`src/rtl/cc_nway_tag_compare_if.sv`:
```
// Request/result bundle between the tag comparator, the tag SRAM read port
// and the cache controller FSM.
interface cc_nway_tag_compare_if #(
   parameter int WAYS  = 4,
   parameter int TAG_W = 18,
   parameter int IDX_W = 8,
   parameter int OFS_W = 6
);
   localparam int WAY_W = $clog2(WAYS);
   localparam int ENT_W = TAG_W + 2;

   logic [TAG_W-1:0]      tag_i;
   logic [IDX_W-1:0]      index_i;
   logic [OFS_W-1:0]      offset_i;
   logic                  hs_pulse_i;
   logic [WAYS*ENT_W-1:0] rdata_tag_i;

   logic [TAG_W-1:0]      tag_delayed_o;
   logic [IDX_W-1:0]      index_delayed_o;
   logic [OFS_W-1:0]      offset_delayed_o;
   logic                  hs_pulse_delayed_o;
   logic                  hit_o;
   logic                  miss_o;
   logic [WAY_W-1:0]      hit_way_o;
   logic [WAY_W-1:0]      victim_way_o;
   logic                  victim_dirty_o;
   logic                  multihit_err_o;

   modport master (
      output tag_i, index_i, offset_i, hs_pulse_i, rdata_tag_i,
      input  tag_delayed_o, index_delayed_o, offset_delayed_o,
      input  hs_pulse_delayed_o, hit_o, miss_o, hit_way_o,
      input  victim_way_o, victim_dirty_o, multihit_err_o
   );

   modport slave (
      input  tag_i, index_i, offset_i, hs_pulse_i, rdata_tag_i,
      output tag_delayed_o, index_delayed_o, offset_delayed_o,
      output hs_pulse_delayed_o, hit_o, miss_o, hit_way_o,
      output victim_way_o, victim_dirty_o, multihit_err_o
   );
endinterface

```
`src/rtl/cc_nway_tag_compare.sv`:
```
// N-way tag comparator with per-set tree pseudo-LRU victim selection.
// Registers the request, compares against SRAM tags one cycle later.
module cc_nway_tag_compare #(
   parameter int WAYS    = 4,
   parameter int TAG_W   = 18,
   parameter int IDX_W   = 8,
   parameter int OFS_W   = 6,
   parameter int OUT_REG = 0
) (
   input  logic                    clk,
   input  logic                    rst_n,
   input  logic                    fill_i,
   input  logic [IDX_W-1:0]        fill_index_i,
   input  logic [$clog2(WAYS)-1:0] fill_way_i,
   input  logic                    flush_i,
   cc_nway_tag_compare_if.slave    bus
);
   localparam int WAY_W = $clog2(WAYS);
   localparam int ENT_W = TAG_W + 2;
   localparam int NODES = WAYS - 1;
   localparam int SETS  = 1 << IDX_W;

   typedef logic [NODES-1:0] plru_t;

   typedef struct packed {
      logic [TAG_W-1:0] tag;
      logic [IDX_W-1:0] idx;
      logic [OFS_W-1:0] ofs;
      logic             pls;
      logic             hit;
      logic             miss;
      logic [WAY_W-1:0] hway;
      logic [WAY_W-1:0] vway;
      logic             vdirty;
      logic             mhit;
   } res_t;

   // Follow the node bits from the root down to the pointed-at leaf.
   function automatic logic [WAY_W-1:0] plru_walk(input plru_t p);
      int   node;
      logic b;
      plru_walk = '0;
      node = 0;
      for (int l = 0; l < WAY_W; l++) begin
         b = p[node];
         plru_walk[WAY_W-1-l] = b;
         node = 2 * node + (b ? 2 : 1);
      end
   endfunction

   // Make every node on the path of way w point to the other half.
   function automatic plru_t plru_touch(input plru_t p,
                                        input logic [WAY_W-1:0] w);
      int   node;
      logic b;
      plru_touch = p;
      node = 0;
      for (int l = 0; l < WAY_W; l++) begin
         b = w[WAY_W-1-l];
         plru_touch[node] = ~b;
         node = 2 * node + (b ? 2 : 1);
      end
   endfunction

   logic [TAG_W-1:0] tag_q, tag_d;
   logic [IDX_W-1:0] idx_q, idx_d;
   logic [OFS_W-1:0] ofs_q, ofs_d;
   logic             pls_q, pls_d;

   logic [WAYS-1:0]  valid;
   logic [WAYS-1:0]  dirty;
   logic [WAYS-1:0]  match;
   logic             any_match;
   logic             hit_c;
   logic             multihit_c;
   logic [WAY_W-1:0] hit_way_c;
   logic [WAY_W-1:0] victim_c;
   logic             victim_dirty_c;

   plru_t plru_q [SETS];
   plru_t plru_d [SETS];
   plru_t hit_row;
   plru_t fill_base;
   plru_t fill_row;

   res_t res_d;
   res_t res_o;

   // Request capture: next stage values come straight from the bus.
   always_comb begin
      tag_d = bus.tag_i;
      idx_d = bus.index_i;
      ofs_d = bus.offset_i;
      pls_d = bus.hs_pulse_i;
   end

   // Stage C request register.
   always_ff @(posedge clk) begin
      if (!rst_n) begin
         tag_q <= '0;
         idx_q <= '0;
         ofs_q <= '0;
         pls_q <= 1'b0;
      end else begin
         tag_q <= tag_d;
         idx_q <= idx_d;
         ofs_q <= ofs_d;
         pls_q <= pls_d;
      end
   end

   // Split each SRAM entry and compare its tag with the held request.
   always_comb begin
      valid = '0;
      dirty = '0;
      match = '0;
      for (int w = 0; w < WAYS; w++) begin
         valid[w] = bus.rdata_tag_i[w*ENT_W + TAG_W];
         dirty[w] = bus.rdata_tag_i[w*ENT_W + TAG_W + 1];
         match[w] = valid[w] &&
            (bus.rdata_tag_i[w*ENT_W +: TAG_W] == tag_q);
      end
   end

   // Hit encode, multi-hit detect and victim choice.
   always_comb begin
      hit_way_c = '0;
      for (int w = WAYS - 1; w >= 0; w--) begin
         if (match[w]) hit_way_c = WAY_W'(w);
      end
      any_match  = |match;
      hit_c      = pls_q & any_match;
      multihit_c = pls_q &
         ((match & (match - WAYS'(1))) != '0);
      if (&valid) begin
         victim_c = plru_walk(plru_q[idx_q]);
      end else begin
         victim_c = '0;
         for (int w = WAYS - 1; w >= 0; w--) begin
            if (!valid[w]) victim_c = WAY_W'(w);
         end
      end
      victim_dirty_c = dirty[victim_c];
   end

   // Result bundle; status fields read zero outside a stage-C pulse.
   always_comb begin
      res_d        = '0;
      res_d.tag    = tag_q;
      res_d.idx    = idx_q;
      res_d.ofs    = ofs_q;
      res_d.pls    = pls_q;
      res_d.hit    = hit_c;
      res_d.miss   = pls_q & ~any_match;
      res_d.mhit   = multihit_c;
      if (pls_q) begin
         res_d.hway   = hit_way_c;
         res_d.vway   = victim_c;
         res_d.vdirty = victim_dirty_c;
      end
   end

   // PLRU next state: hit first, fill on top, flush overrides all.
   always_comb begin
      hit_row   = plru_touch(plru_q[idx_q], hit_way_c);
      fill_base = (hit_c && (fill_index_i == idx_q)) ?
                  hit_row : plru_q[fill_index_i];
      fill_row  = plru_touch(fill_base, fill_way_i);
      plru_d    = plru_q;
      if (flush_i) begin
         for (int s = 0; s < SETS; s++) plru_d[s] = '0;
      end else begin
         if (hit_c)  plru_d[idx_q]        = hit_row;
         if (fill_i) plru_d[fill_index_i] = fill_row;
      end
   end

   // PLRU state per set.
   always_ff @(posedge clk) begin
      if (!rst_n) begin
         for (int s = 0; s < SETS; s++) plru_q[s] <= '0;
      end else begin
         plru_q <= plru_d;
      end
   end

   if (OUT_REG != 0) begin : g_oreg
      res_t res_q;
      // Optional output register adding one cycle of latency.
      always_ff @(posedge clk) begin
         if (!rst_n) res_q <= '0;
         else        res_q <= res_d;
      end
      assign res_o = res_q;
   end else begin : g_ocomb
      assign res_o = res_d;
   end

   assign bus.tag_delayed_o      = res_o.tag;
   assign bus.index_delayed_o    = res_o.idx;
   assign bus.offset_delayed_o   = res_o.ofs;
   assign bus.hs_pulse_delayed_o = res_o.pls;
   assign bus.hit_o              = res_o.hit;
   assign bus.miss_o             = res_o.miss;
   assign bus.hit_way_o          = res_o.hway;
   assign bus.victim_way_o       = res_o.vway;
   assign bus.victim_dirty_o     = res_o.vdirty;
   assign bus.multihit_err_o     = res_o.mhit;
endmodule

```
`src/flat_wrapper.sv`:
```
// flat-port wrapper written by rule: the top's interface ports become plain ports
module cc_nway_tag_compare_flat 
#(
   parameter int WAYS    = 4,
   parameter int TAG_W   = 18,
   parameter int IDX_W   = 8,
   parameter int OFS_W   = 6,
   parameter int OUT_REG = 0
)
  (clk, rst_n, fill_i, fill_index_i, fill_way_i, flush_i, bus_tag_i, bus_index_i, bus_offset_i, bus_hs_pulse_i, bus_rdata_tag_i, bus_tag_delayed_o, bus_index_delayed_o, bus_offset_delayed_o, bus_hs_pulse_delayed_o, bus_hit_o, bus_miss_o, bus_hit_way_o, bus_victim_way_o, bus_victim_dirty_o, bus_multihit_err_o);
  cc_nway_tag_compare_if #(.WAYS(WAYS), .TAG_W(TAG_W), .IDX_W(IDX_W), .OFS_W(OFS_W)) bus_i ();
  input  logic clk;
  input  logic rst_n;
  input  logic fill_i;
  input  logic [IDX_W-1:0] fill_index_i;
  input  logic [$clog2(WAYS)-1:0] fill_way_i;
  input  logic flush_i;
  input wire logic [$bits(bus_i.tag_i)-1:0] bus_tag_i;
  input wire logic [$bits(bus_i.index_i)-1:0] bus_index_i;
  input wire logic [$bits(bus_i.offset_i)-1:0] bus_offset_i;
  input wire logic [$bits(bus_i.hs_pulse_i)-1:0] bus_hs_pulse_i;
  input wire logic [$bits(bus_i.rdata_tag_i)-1:0] bus_rdata_tag_i;
  output wire logic [$bits(bus_i.tag_delayed_o)-1:0] bus_tag_delayed_o;
  output wire logic [$bits(bus_i.index_delayed_o)-1:0] bus_index_delayed_o;
  output wire logic [$bits(bus_i.offset_delayed_o)-1:0] bus_offset_delayed_o;
  output wire logic [$bits(bus_i.hs_pulse_delayed_o)-1:0] bus_hs_pulse_delayed_o;
  output wire logic [$bits(bus_i.hit_o)-1:0] bus_hit_o;
  output wire logic [$bits(bus_i.miss_o)-1:0] bus_miss_o;
  output wire logic [$bits(bus_i.hit_way_o)-1:0] bus_hit_way_o;
  output wire logic [$bits(bus_i.victim_way_o)-1:0] bus_victim_way_o;
  output wire logic [$bits(bus_i.victim_dirty_o)-1:0] bus_victim_dirty_o;
  output wire logic [$bits(bus_i.multihit_err_o)-1:0] bus_multihit_err_o;
  assign bus_i.tag_i = bus_tag_i;
  assign bus_i.index_i = bus_index_i;
  assign bus_i.offset_i = bus_offset_i;
  assign bus_i.hs_pulse_i = bus_hs_pulse_i;
  assign bus_i.rdata_tag_i = bus_rdata_tag_i;
  assign bus_tag_delayed_o = bus_i.tag_delayed_o;
  assign bus_index_delayed_o = bus_i.index_delayed_o;
  assign bus_offset_delayed_o = bus_i.offset_delayed_o;
  assign bus_hs_pulse_delayed_o = bus_i.hs_pulse_delayed_o;
  assign bus_hit_o = bus_i.hit_o;
  assign bus_miss_o = bus_i.miss_o;
  assign bus_hit_way_o = bus_i.hit_way_o;
  assign bus_victim_way_o = bus_i.victim_way_o;
  assign bus_victim_dirty_o = bus_i.victim_dirty_o;
  assign bus_multihit_err_o = bus_i.multihit_err_o;
  cc_nway_tag_compare #(.WAYS(WAYS), .TAG_W(TAG_W), .IDX_W(IDX_W), .OFS_W(OFS_W), .OUT_REG(OUT_REG)) u_core (.clk(clk), .rst_n(rst_n), .fill_i(fill_i), .fill_index_i(fill_index_i), .fill_way_i(fill_way_i), .flush_i(flush_i), .bus(bus_i));
endmodule
```
`config.mk`:
```
export PLATFORM = sky130hd
export DESIGN_NAME = cc_nway_tag_compare_flat
export DESIGN_NICKNAME = d
export VERILOG_FILES = /design/src/rtl/cc_nway_tag_compare_if.sv /design/src/rtl/cc_nway_tag_compare.sv /design/src/flat_wrapper.sv
export SDC_FILE = /design/constraint.sdc
export NUM_CORES = 2
export LEC_CHECK = 0
export BUFFER_PORTS_ARGS = -buffer_cell sky130_fd_sc_hd__clkbuf_2
export CAP_MARGIN = 20
export CORE_ASPECT_RATIO = 1.5
export CORE_MARGIN = 4
export CORE_UTILIZATION = 45
export CTS_BUF_LIST = sky130_fd_sc_hd__clkbuf_8
export CTS_CLUSTER_SIZE = 16
export DETAILED_ROUTE_END_ITERATION = 12
export SYNTH_ARGS = -nofsm -noshare
export SYNTH_HDL_FRONTEND = slang
export SYNTH_SLANG_ARGS = --single-unit
```
`constraint.sdc`:
```
create_clock -name clk -period 8.2 [get_ports clk]
set_input_delay 0.82 -clock clk [delete_from_list [all_inputs] [get_ports clk]]
set_output_delay 0.82 -clock clk [all_outputs]
set_load 0.05 [all_outputs]
```
# Yosys cells after proc, flatten, opt, wreduce, memory -nomap -nowiden
# Cells that the tools add are included.
[op_classes]
addsub = 1
reduce_logical = 13
n_lt_le_gt_ge = 10
bitwise_logic = 12
n_eq_ne = 5
muxes = 40
[op_table]
columns = ["operator", "n"]
rows = [
  ["768-bit 2-to-1 mux", 3],
  ["768-bit bitwise mux", 2],
  ["32-bit by 4-bit < comparator with 1-bit output (second input constant)", 3],
  ["18-bit == test", 4],
  ["32-bit by 1-bit >= comparator with 1-bit output (second input constant)", 2],
  ["3-bit binary-select mux with 8-bit select", 2],
  ["3-bit demux with 8-bit select", 2],
  ["2-bit 2-to-1 mux", 12],
  ["3-bit 2-to-1 mux", 7],
  ["9-bit >= comparator (second input constant)", 2],
  ["9-bit by 1-bit < comparator with 1-bit output (second input constant)", 2],
  ["8-bit inverter with 9-bit output", 2],
  ["1-bit logical AND", 9],
  ["8-bit == test", 1],
  ["3-bit bitwise mux", 2],
  ["1-bit inverter", 6],
  ["1-bit 2-to-1 mux", 5],
  ["5-bit 2-to-1 mux", 1],
  ["4-bit AND", 1],
  ["1-bit binary-select mux with 2-bit select", 2],
  ["1-bit demux with 2-bit select", 2],
  ["4-bit AND reduction", 1],
  ["4-bit nonzero test", 1],
  ["4-bit OR reduction", 1],
  ["4 further kinds", 6],
]
[word_totals]
out_inout_bits = 41
inputBits = 127
word_cells = 341
ff_bits = 801

# Longest topological paths before layout
[depth]
word_depth = 17
mapped_depth = 19
ltp_nobuf = 10

# Worst setup path after synthesis
# No wires, ideal clock.
[synth_path]
path_type = "register to output"
startpoint = "register u_core.idx_q[0] (netlist: u_core.bus.index_delayed_o[0])"
endpoint = "output bus_victim_dirty_o"
t_required_ns = 7.380
path_slack_ns = 2.417
t_arrival_ns = 4.963
n_path_buf = 5
path_stages_with_launch = 16
path_cell_list = "dfxtp_1 -> buf_6 -> buf_6 -> buf_6 -> buf_4 -> buf_4 -> mux4_2 -> a22oi_1 -> a21oi_1 -> nor4_1 -> o22ai_1 -> a211oi_1 -> mux2_2 -> o21ai_0 -> mux2i_1 -> a211oi_1"
[synth_via]
elab_chain_cells = 12
[synth_lines]
columns = ["element", "line_no", "text"]
rows = [
  ["from (decl)", "cc_nway_tag_compare.sv:66", "logic [IDX_W-1:0] idx_q, idx_d;"],
  ["from (signal assigned)", "cc_nway_tag_compare.sv:106", "idx_q <= idx_d;"],
  ["8-bit inverter with 9-bit output (implied by the code) *", "cc_nway_tag_compare.sv:136", "victim_c = plru_walk(plru_q[idx_q]);"],
  ["3-bit binary-select mux with 8-bit select *", "cc_nway_tag_compare.sv:136", ""],
  ["3-bit 2-to-1 mux (implied by the code) * (2 in a row)", "cc_nway_tag_compare.sv:136", ""],
  ["2-bit 2-to-1 mux", "cc_nway_tag_compare.sv:47", "node = 2 * node + (b ? 2 : 1);"],
  ["1-bit binary-select mux with 2-bit select", "cc_nway_tag_compare.sv:45", "b = p[node];"],
  ["1-bit 2-to-1 mux (implied by the code) (2 in a row)", "cc_nway_tag_compare.sv:45", ""],
  ["2-bit 2-to-1 mux *", "cc_nway_tag_compare.sv:135", "if (&valid) begin"],
  ["1-bit binary-select mux with 2-bit select *", "cc_nway_tag_compare.sv:143", "victim_dirty_c = dirty[victim_c];"],
  ["1-bit 2-to-1 mux (implied by the code) *", "cc_nway_tag_compare.sv:143", ""],
  ["5-bit 2-to-1 mux *", "cc_nway_tag_compare.sv:156", "if (pls_q) begin"],
  ["to (decl)", "flat_wrapper.sv:31", "output wire logic [$bits(bus_i.victim_dirty_o)-1:0] bus_victim_dirty_o;"],
]
# Mark *: on every way between the ends. The rest lies on a longest branch, timed or not. The select of a mux whose other input is x is not followed.

# Worst setup path after layout
# Ends and elaborated chain as after synthesis.

==> flow_summary.yaml <==
min_path:
  hp-start: "bus_index_i[7]"
  hold_end: "u_core.bus.index_delayed_o[7]"
  hp-class: "in -> reg"
  holdPathStages: 2
routing:
  totalWireLength_mm: 206
  viasPerCell: 6.88
  postRouteAntennaNets: 0
  first_pass_iters: 6
  vias: 45487
  drc_errors: 0
  drtIter0Drc: 5701
  wl_per_cell_um: 31.2
worst_setup_path:
  worstReg2RegEnd: "u_core.plru_q[275]"
  worstRegToRegCells: 13
  start_kind: "register"
  path_class: "reg -> out"
  cp_max_fo: 36
  timing.reg2reg.setup_slack_ns: 2.34
  critPathCaptureType: "output pin"
  rr_startpoint: "u_core.bus.index_delayed_o[0]"
  required_ns: 7.38
  crit_arrival_ns: 6.42
layout:
  drive_gt1_share_pct: 19.8
  fill_cells: 9799
  syn_to_final_growth_pct: 9.89
  layout.cells.most_common: "nand2_1"
  most-common-layout-cells: "807 x nand2_1, 797 x dfxtp_1, 558 x mux2i_1, 514 x o22ai_1, 417 x nor2_1"
  fin_nets: 5225
cts:
  clkSinkCount: 801
  cts_root_buffer: "clkbuf_8"
  post_cts_resized: 0
  cts_buffer_depth: 3
  cts.clk_slew.worst_paths_ns: 0.07
  clock_latency_ns: 0.90
  htreeDepth: 4
  cts_setup_buffers: 0
  ctsHoldBuffers: 0
  cts_tree: "done"
  cts_buffers: 131
outcome:
  status: "completed"
synth:
  synthArstFlopShare_pct: 0
  syn-cell-area_mm2: 0.0477
  synth_edf_count: 0
  yosys.area.top_type: "dfxtp_1"
  synth_top_area_share_pct: 33.6
  synth_cell_types: 57
  netlist_instances: 5155
  syn_area_per_cell_um2: 9.25
  synth.area.top_cells: "dfxtp_1 34%, mux4_2 16%, mux2i_1 12%, o22ai_1 6.7%, nand2_1 6.4%"
  synth-seq-area-share_pct: 33.6
  synth_ff_type: "dfxtp_1"
  syn-num-nets: 5282
  ys_warn_count: 0
  yosys_register_bits: 801
sta:
  fin_crit_sh_pct: 88.3
  max_clock_freq_mhz: 138
  rsz0062_at_grt: "no"
  maxSlewHeadroom_pct: 14.6
  worstMarginPinSlew_ns: 1.28
  slew_viol_final: 0
  tns_ns: 0
  setup-violations-final: 0
  fin_hold_ws_ns: 0.134
  period_minus_slack_ns: 7.24
  fin_skew_ns: 0.0590
  hold_violations: 0
place:
  dp_hpwl_mm: 125
  gp_congestion: 0.940
  port_buffers: 167
power:
  power_density_mw_per_mm2: 158
  p_leak_uw: 0.0210
  peakVddDrop_mv: 0.180
  power_uw: 8290
floorplanning:
  die_h_um: 407
  design.core.area_mm2: 0.105
  boundaryPins: 168
  start_util_pct: 45.3
  die_x_um: 274
  die_area_mm2: 0.111
  rows: 146
global_routing:
  grt_pass1_vias: 43378
  grt_max_degree: 169
  antenna_found_initial: 16
  global_route.overflow_total: 0
  grt_use_total_pct: 35.7
  grt_pass1_wl_mm: 295
job:
  maxCapViolCount: 0
## per-stage QoR
step | cell area [um2] | worst slack [ns] | instances | utilization (%)
after floorplan | 47700 | 2.42 | 5155 | -
after global placement | 49700 | 2.10 | 6364 | 47.2
after detailed placement | 49700 | 2.03 | 6366 | 47.2
after CTS | 52300 | 1.06 | 6591 | 49.6
after global routing | 52400 | 0.672 | 6600 | 49.7
final | 52400 | 0.956 | 6609 | 49.7
## power breakdown
part	internal (uW)	total [uW]	leakage, uW	switching, uW
sequential	3900	3940	0.00646	34.7
combinational	217	789	0.0131	572
clock	1790	3560	0.00145	1770
## registers in the layout, summed over array words and instances, names as in the netlist
signal                         count
u_core.bus.offset_delayed_o        6
u_core.bus.tag_delayed_o          18
u_core.bus.index_delayed_o         8
u_core.plru_q                    768
u_core.bus.hs_pulse_delayed_o      1
## area by class of cell
cell class	count	area, um2	area share, %
inverters	3	11.3	0.0215
multi-input cells	3851	29800	56.8
clock inverters	61	284	0.542
flip-flops and latches	801	16000	30.6
diodes	13	32.5	0.0621
clock buffers	164	2260	4.31
well taps	1406	1760	3.36
repair buffers	310	2230	4.26
## worst max-delay path, stage by stage, from the launching register on
cell and delay [ns]:
dfxtp_4 0.85, buf_4 0.47, buf_4 0.47, mux4_2 0.56, a22oi_1 0.26, a21oi_1 0.20, nor4_1 0.36, nor2_1 0.19
a211oi_1 0.66, mux2_2 0.44, o21ai_0 0.31, mux2i_1 0.12, a211oi_1 0.26, clkbuf_2 0.32
## cell usage after synthesis (all sizes together), types with 6 or more instances
cell type / count
a211oi: 8
a21boi: 129
a21oi: 166
a22o: 10
a22oi: 84
and2: 46
and4b: 6
buf: 152
clkbuf: 348
dfxtp: 801
mux2: 130
mux2i: 558
mux4: 338
nand2: 808
nand2b: 17
nand3: 150
nand4: 25
nor2: 433
nor2b: 12
nor3: 13
nor4: 12
nor4bb: 6
o21a: 130
o21ai: 137
o22ai: 514
xnor2: 69
xor2: 11
## cells by family (layout without fill, tap and decap cells)
kind of cell | after synthesis | after routing | synth area share (%)
AND/OR/NAND/NOR | 1551 | 1551 | 13.6
AO/OA/AOI/OAI | 1194 | 1194 | 15.9
multiplexers | 1026 | 1026 | 30.7
flip-flops | 801 | 801 | 33.6
buffers and inverters | 503 | 538 | 4.65
XOR/XNOR | 80 | 80 | 1.47
other | 0 | 13 | 0
## metal layers
metal,GRT usage [%],vias to the layer above,routed length (um)
li1,-,19062,-
met1,41.1,22063,70400
met2,55.3,3342,92200
met3,8.83,1010,22500
met4,31.0,10,21000
met5,0,-,53
## worst max path at each step
stage                                        from                  to  cells after the start
detailed placement  u_core.bus.index_delayed_o[0]  bus_victim_dirty_o                     13
global placement    u_core.bus.index_delayed_o[0]  bus_victim_dirty_o                     13
CTS                 u_core.bus.index_delayed_o[0]  bus_victim_dirty_o                     13
floorplan           u_core.bus.index_delayed_o[0]  bus_victim_dirty_o                     15
global route        u_core.bus.index_delayed_o[0]  bus_victim_dirty_o                     13
finish              u_core.bus.index_delayed_o[0]  bus_victim_dirty_o                     13
Power figures use the tool's default switching activity.
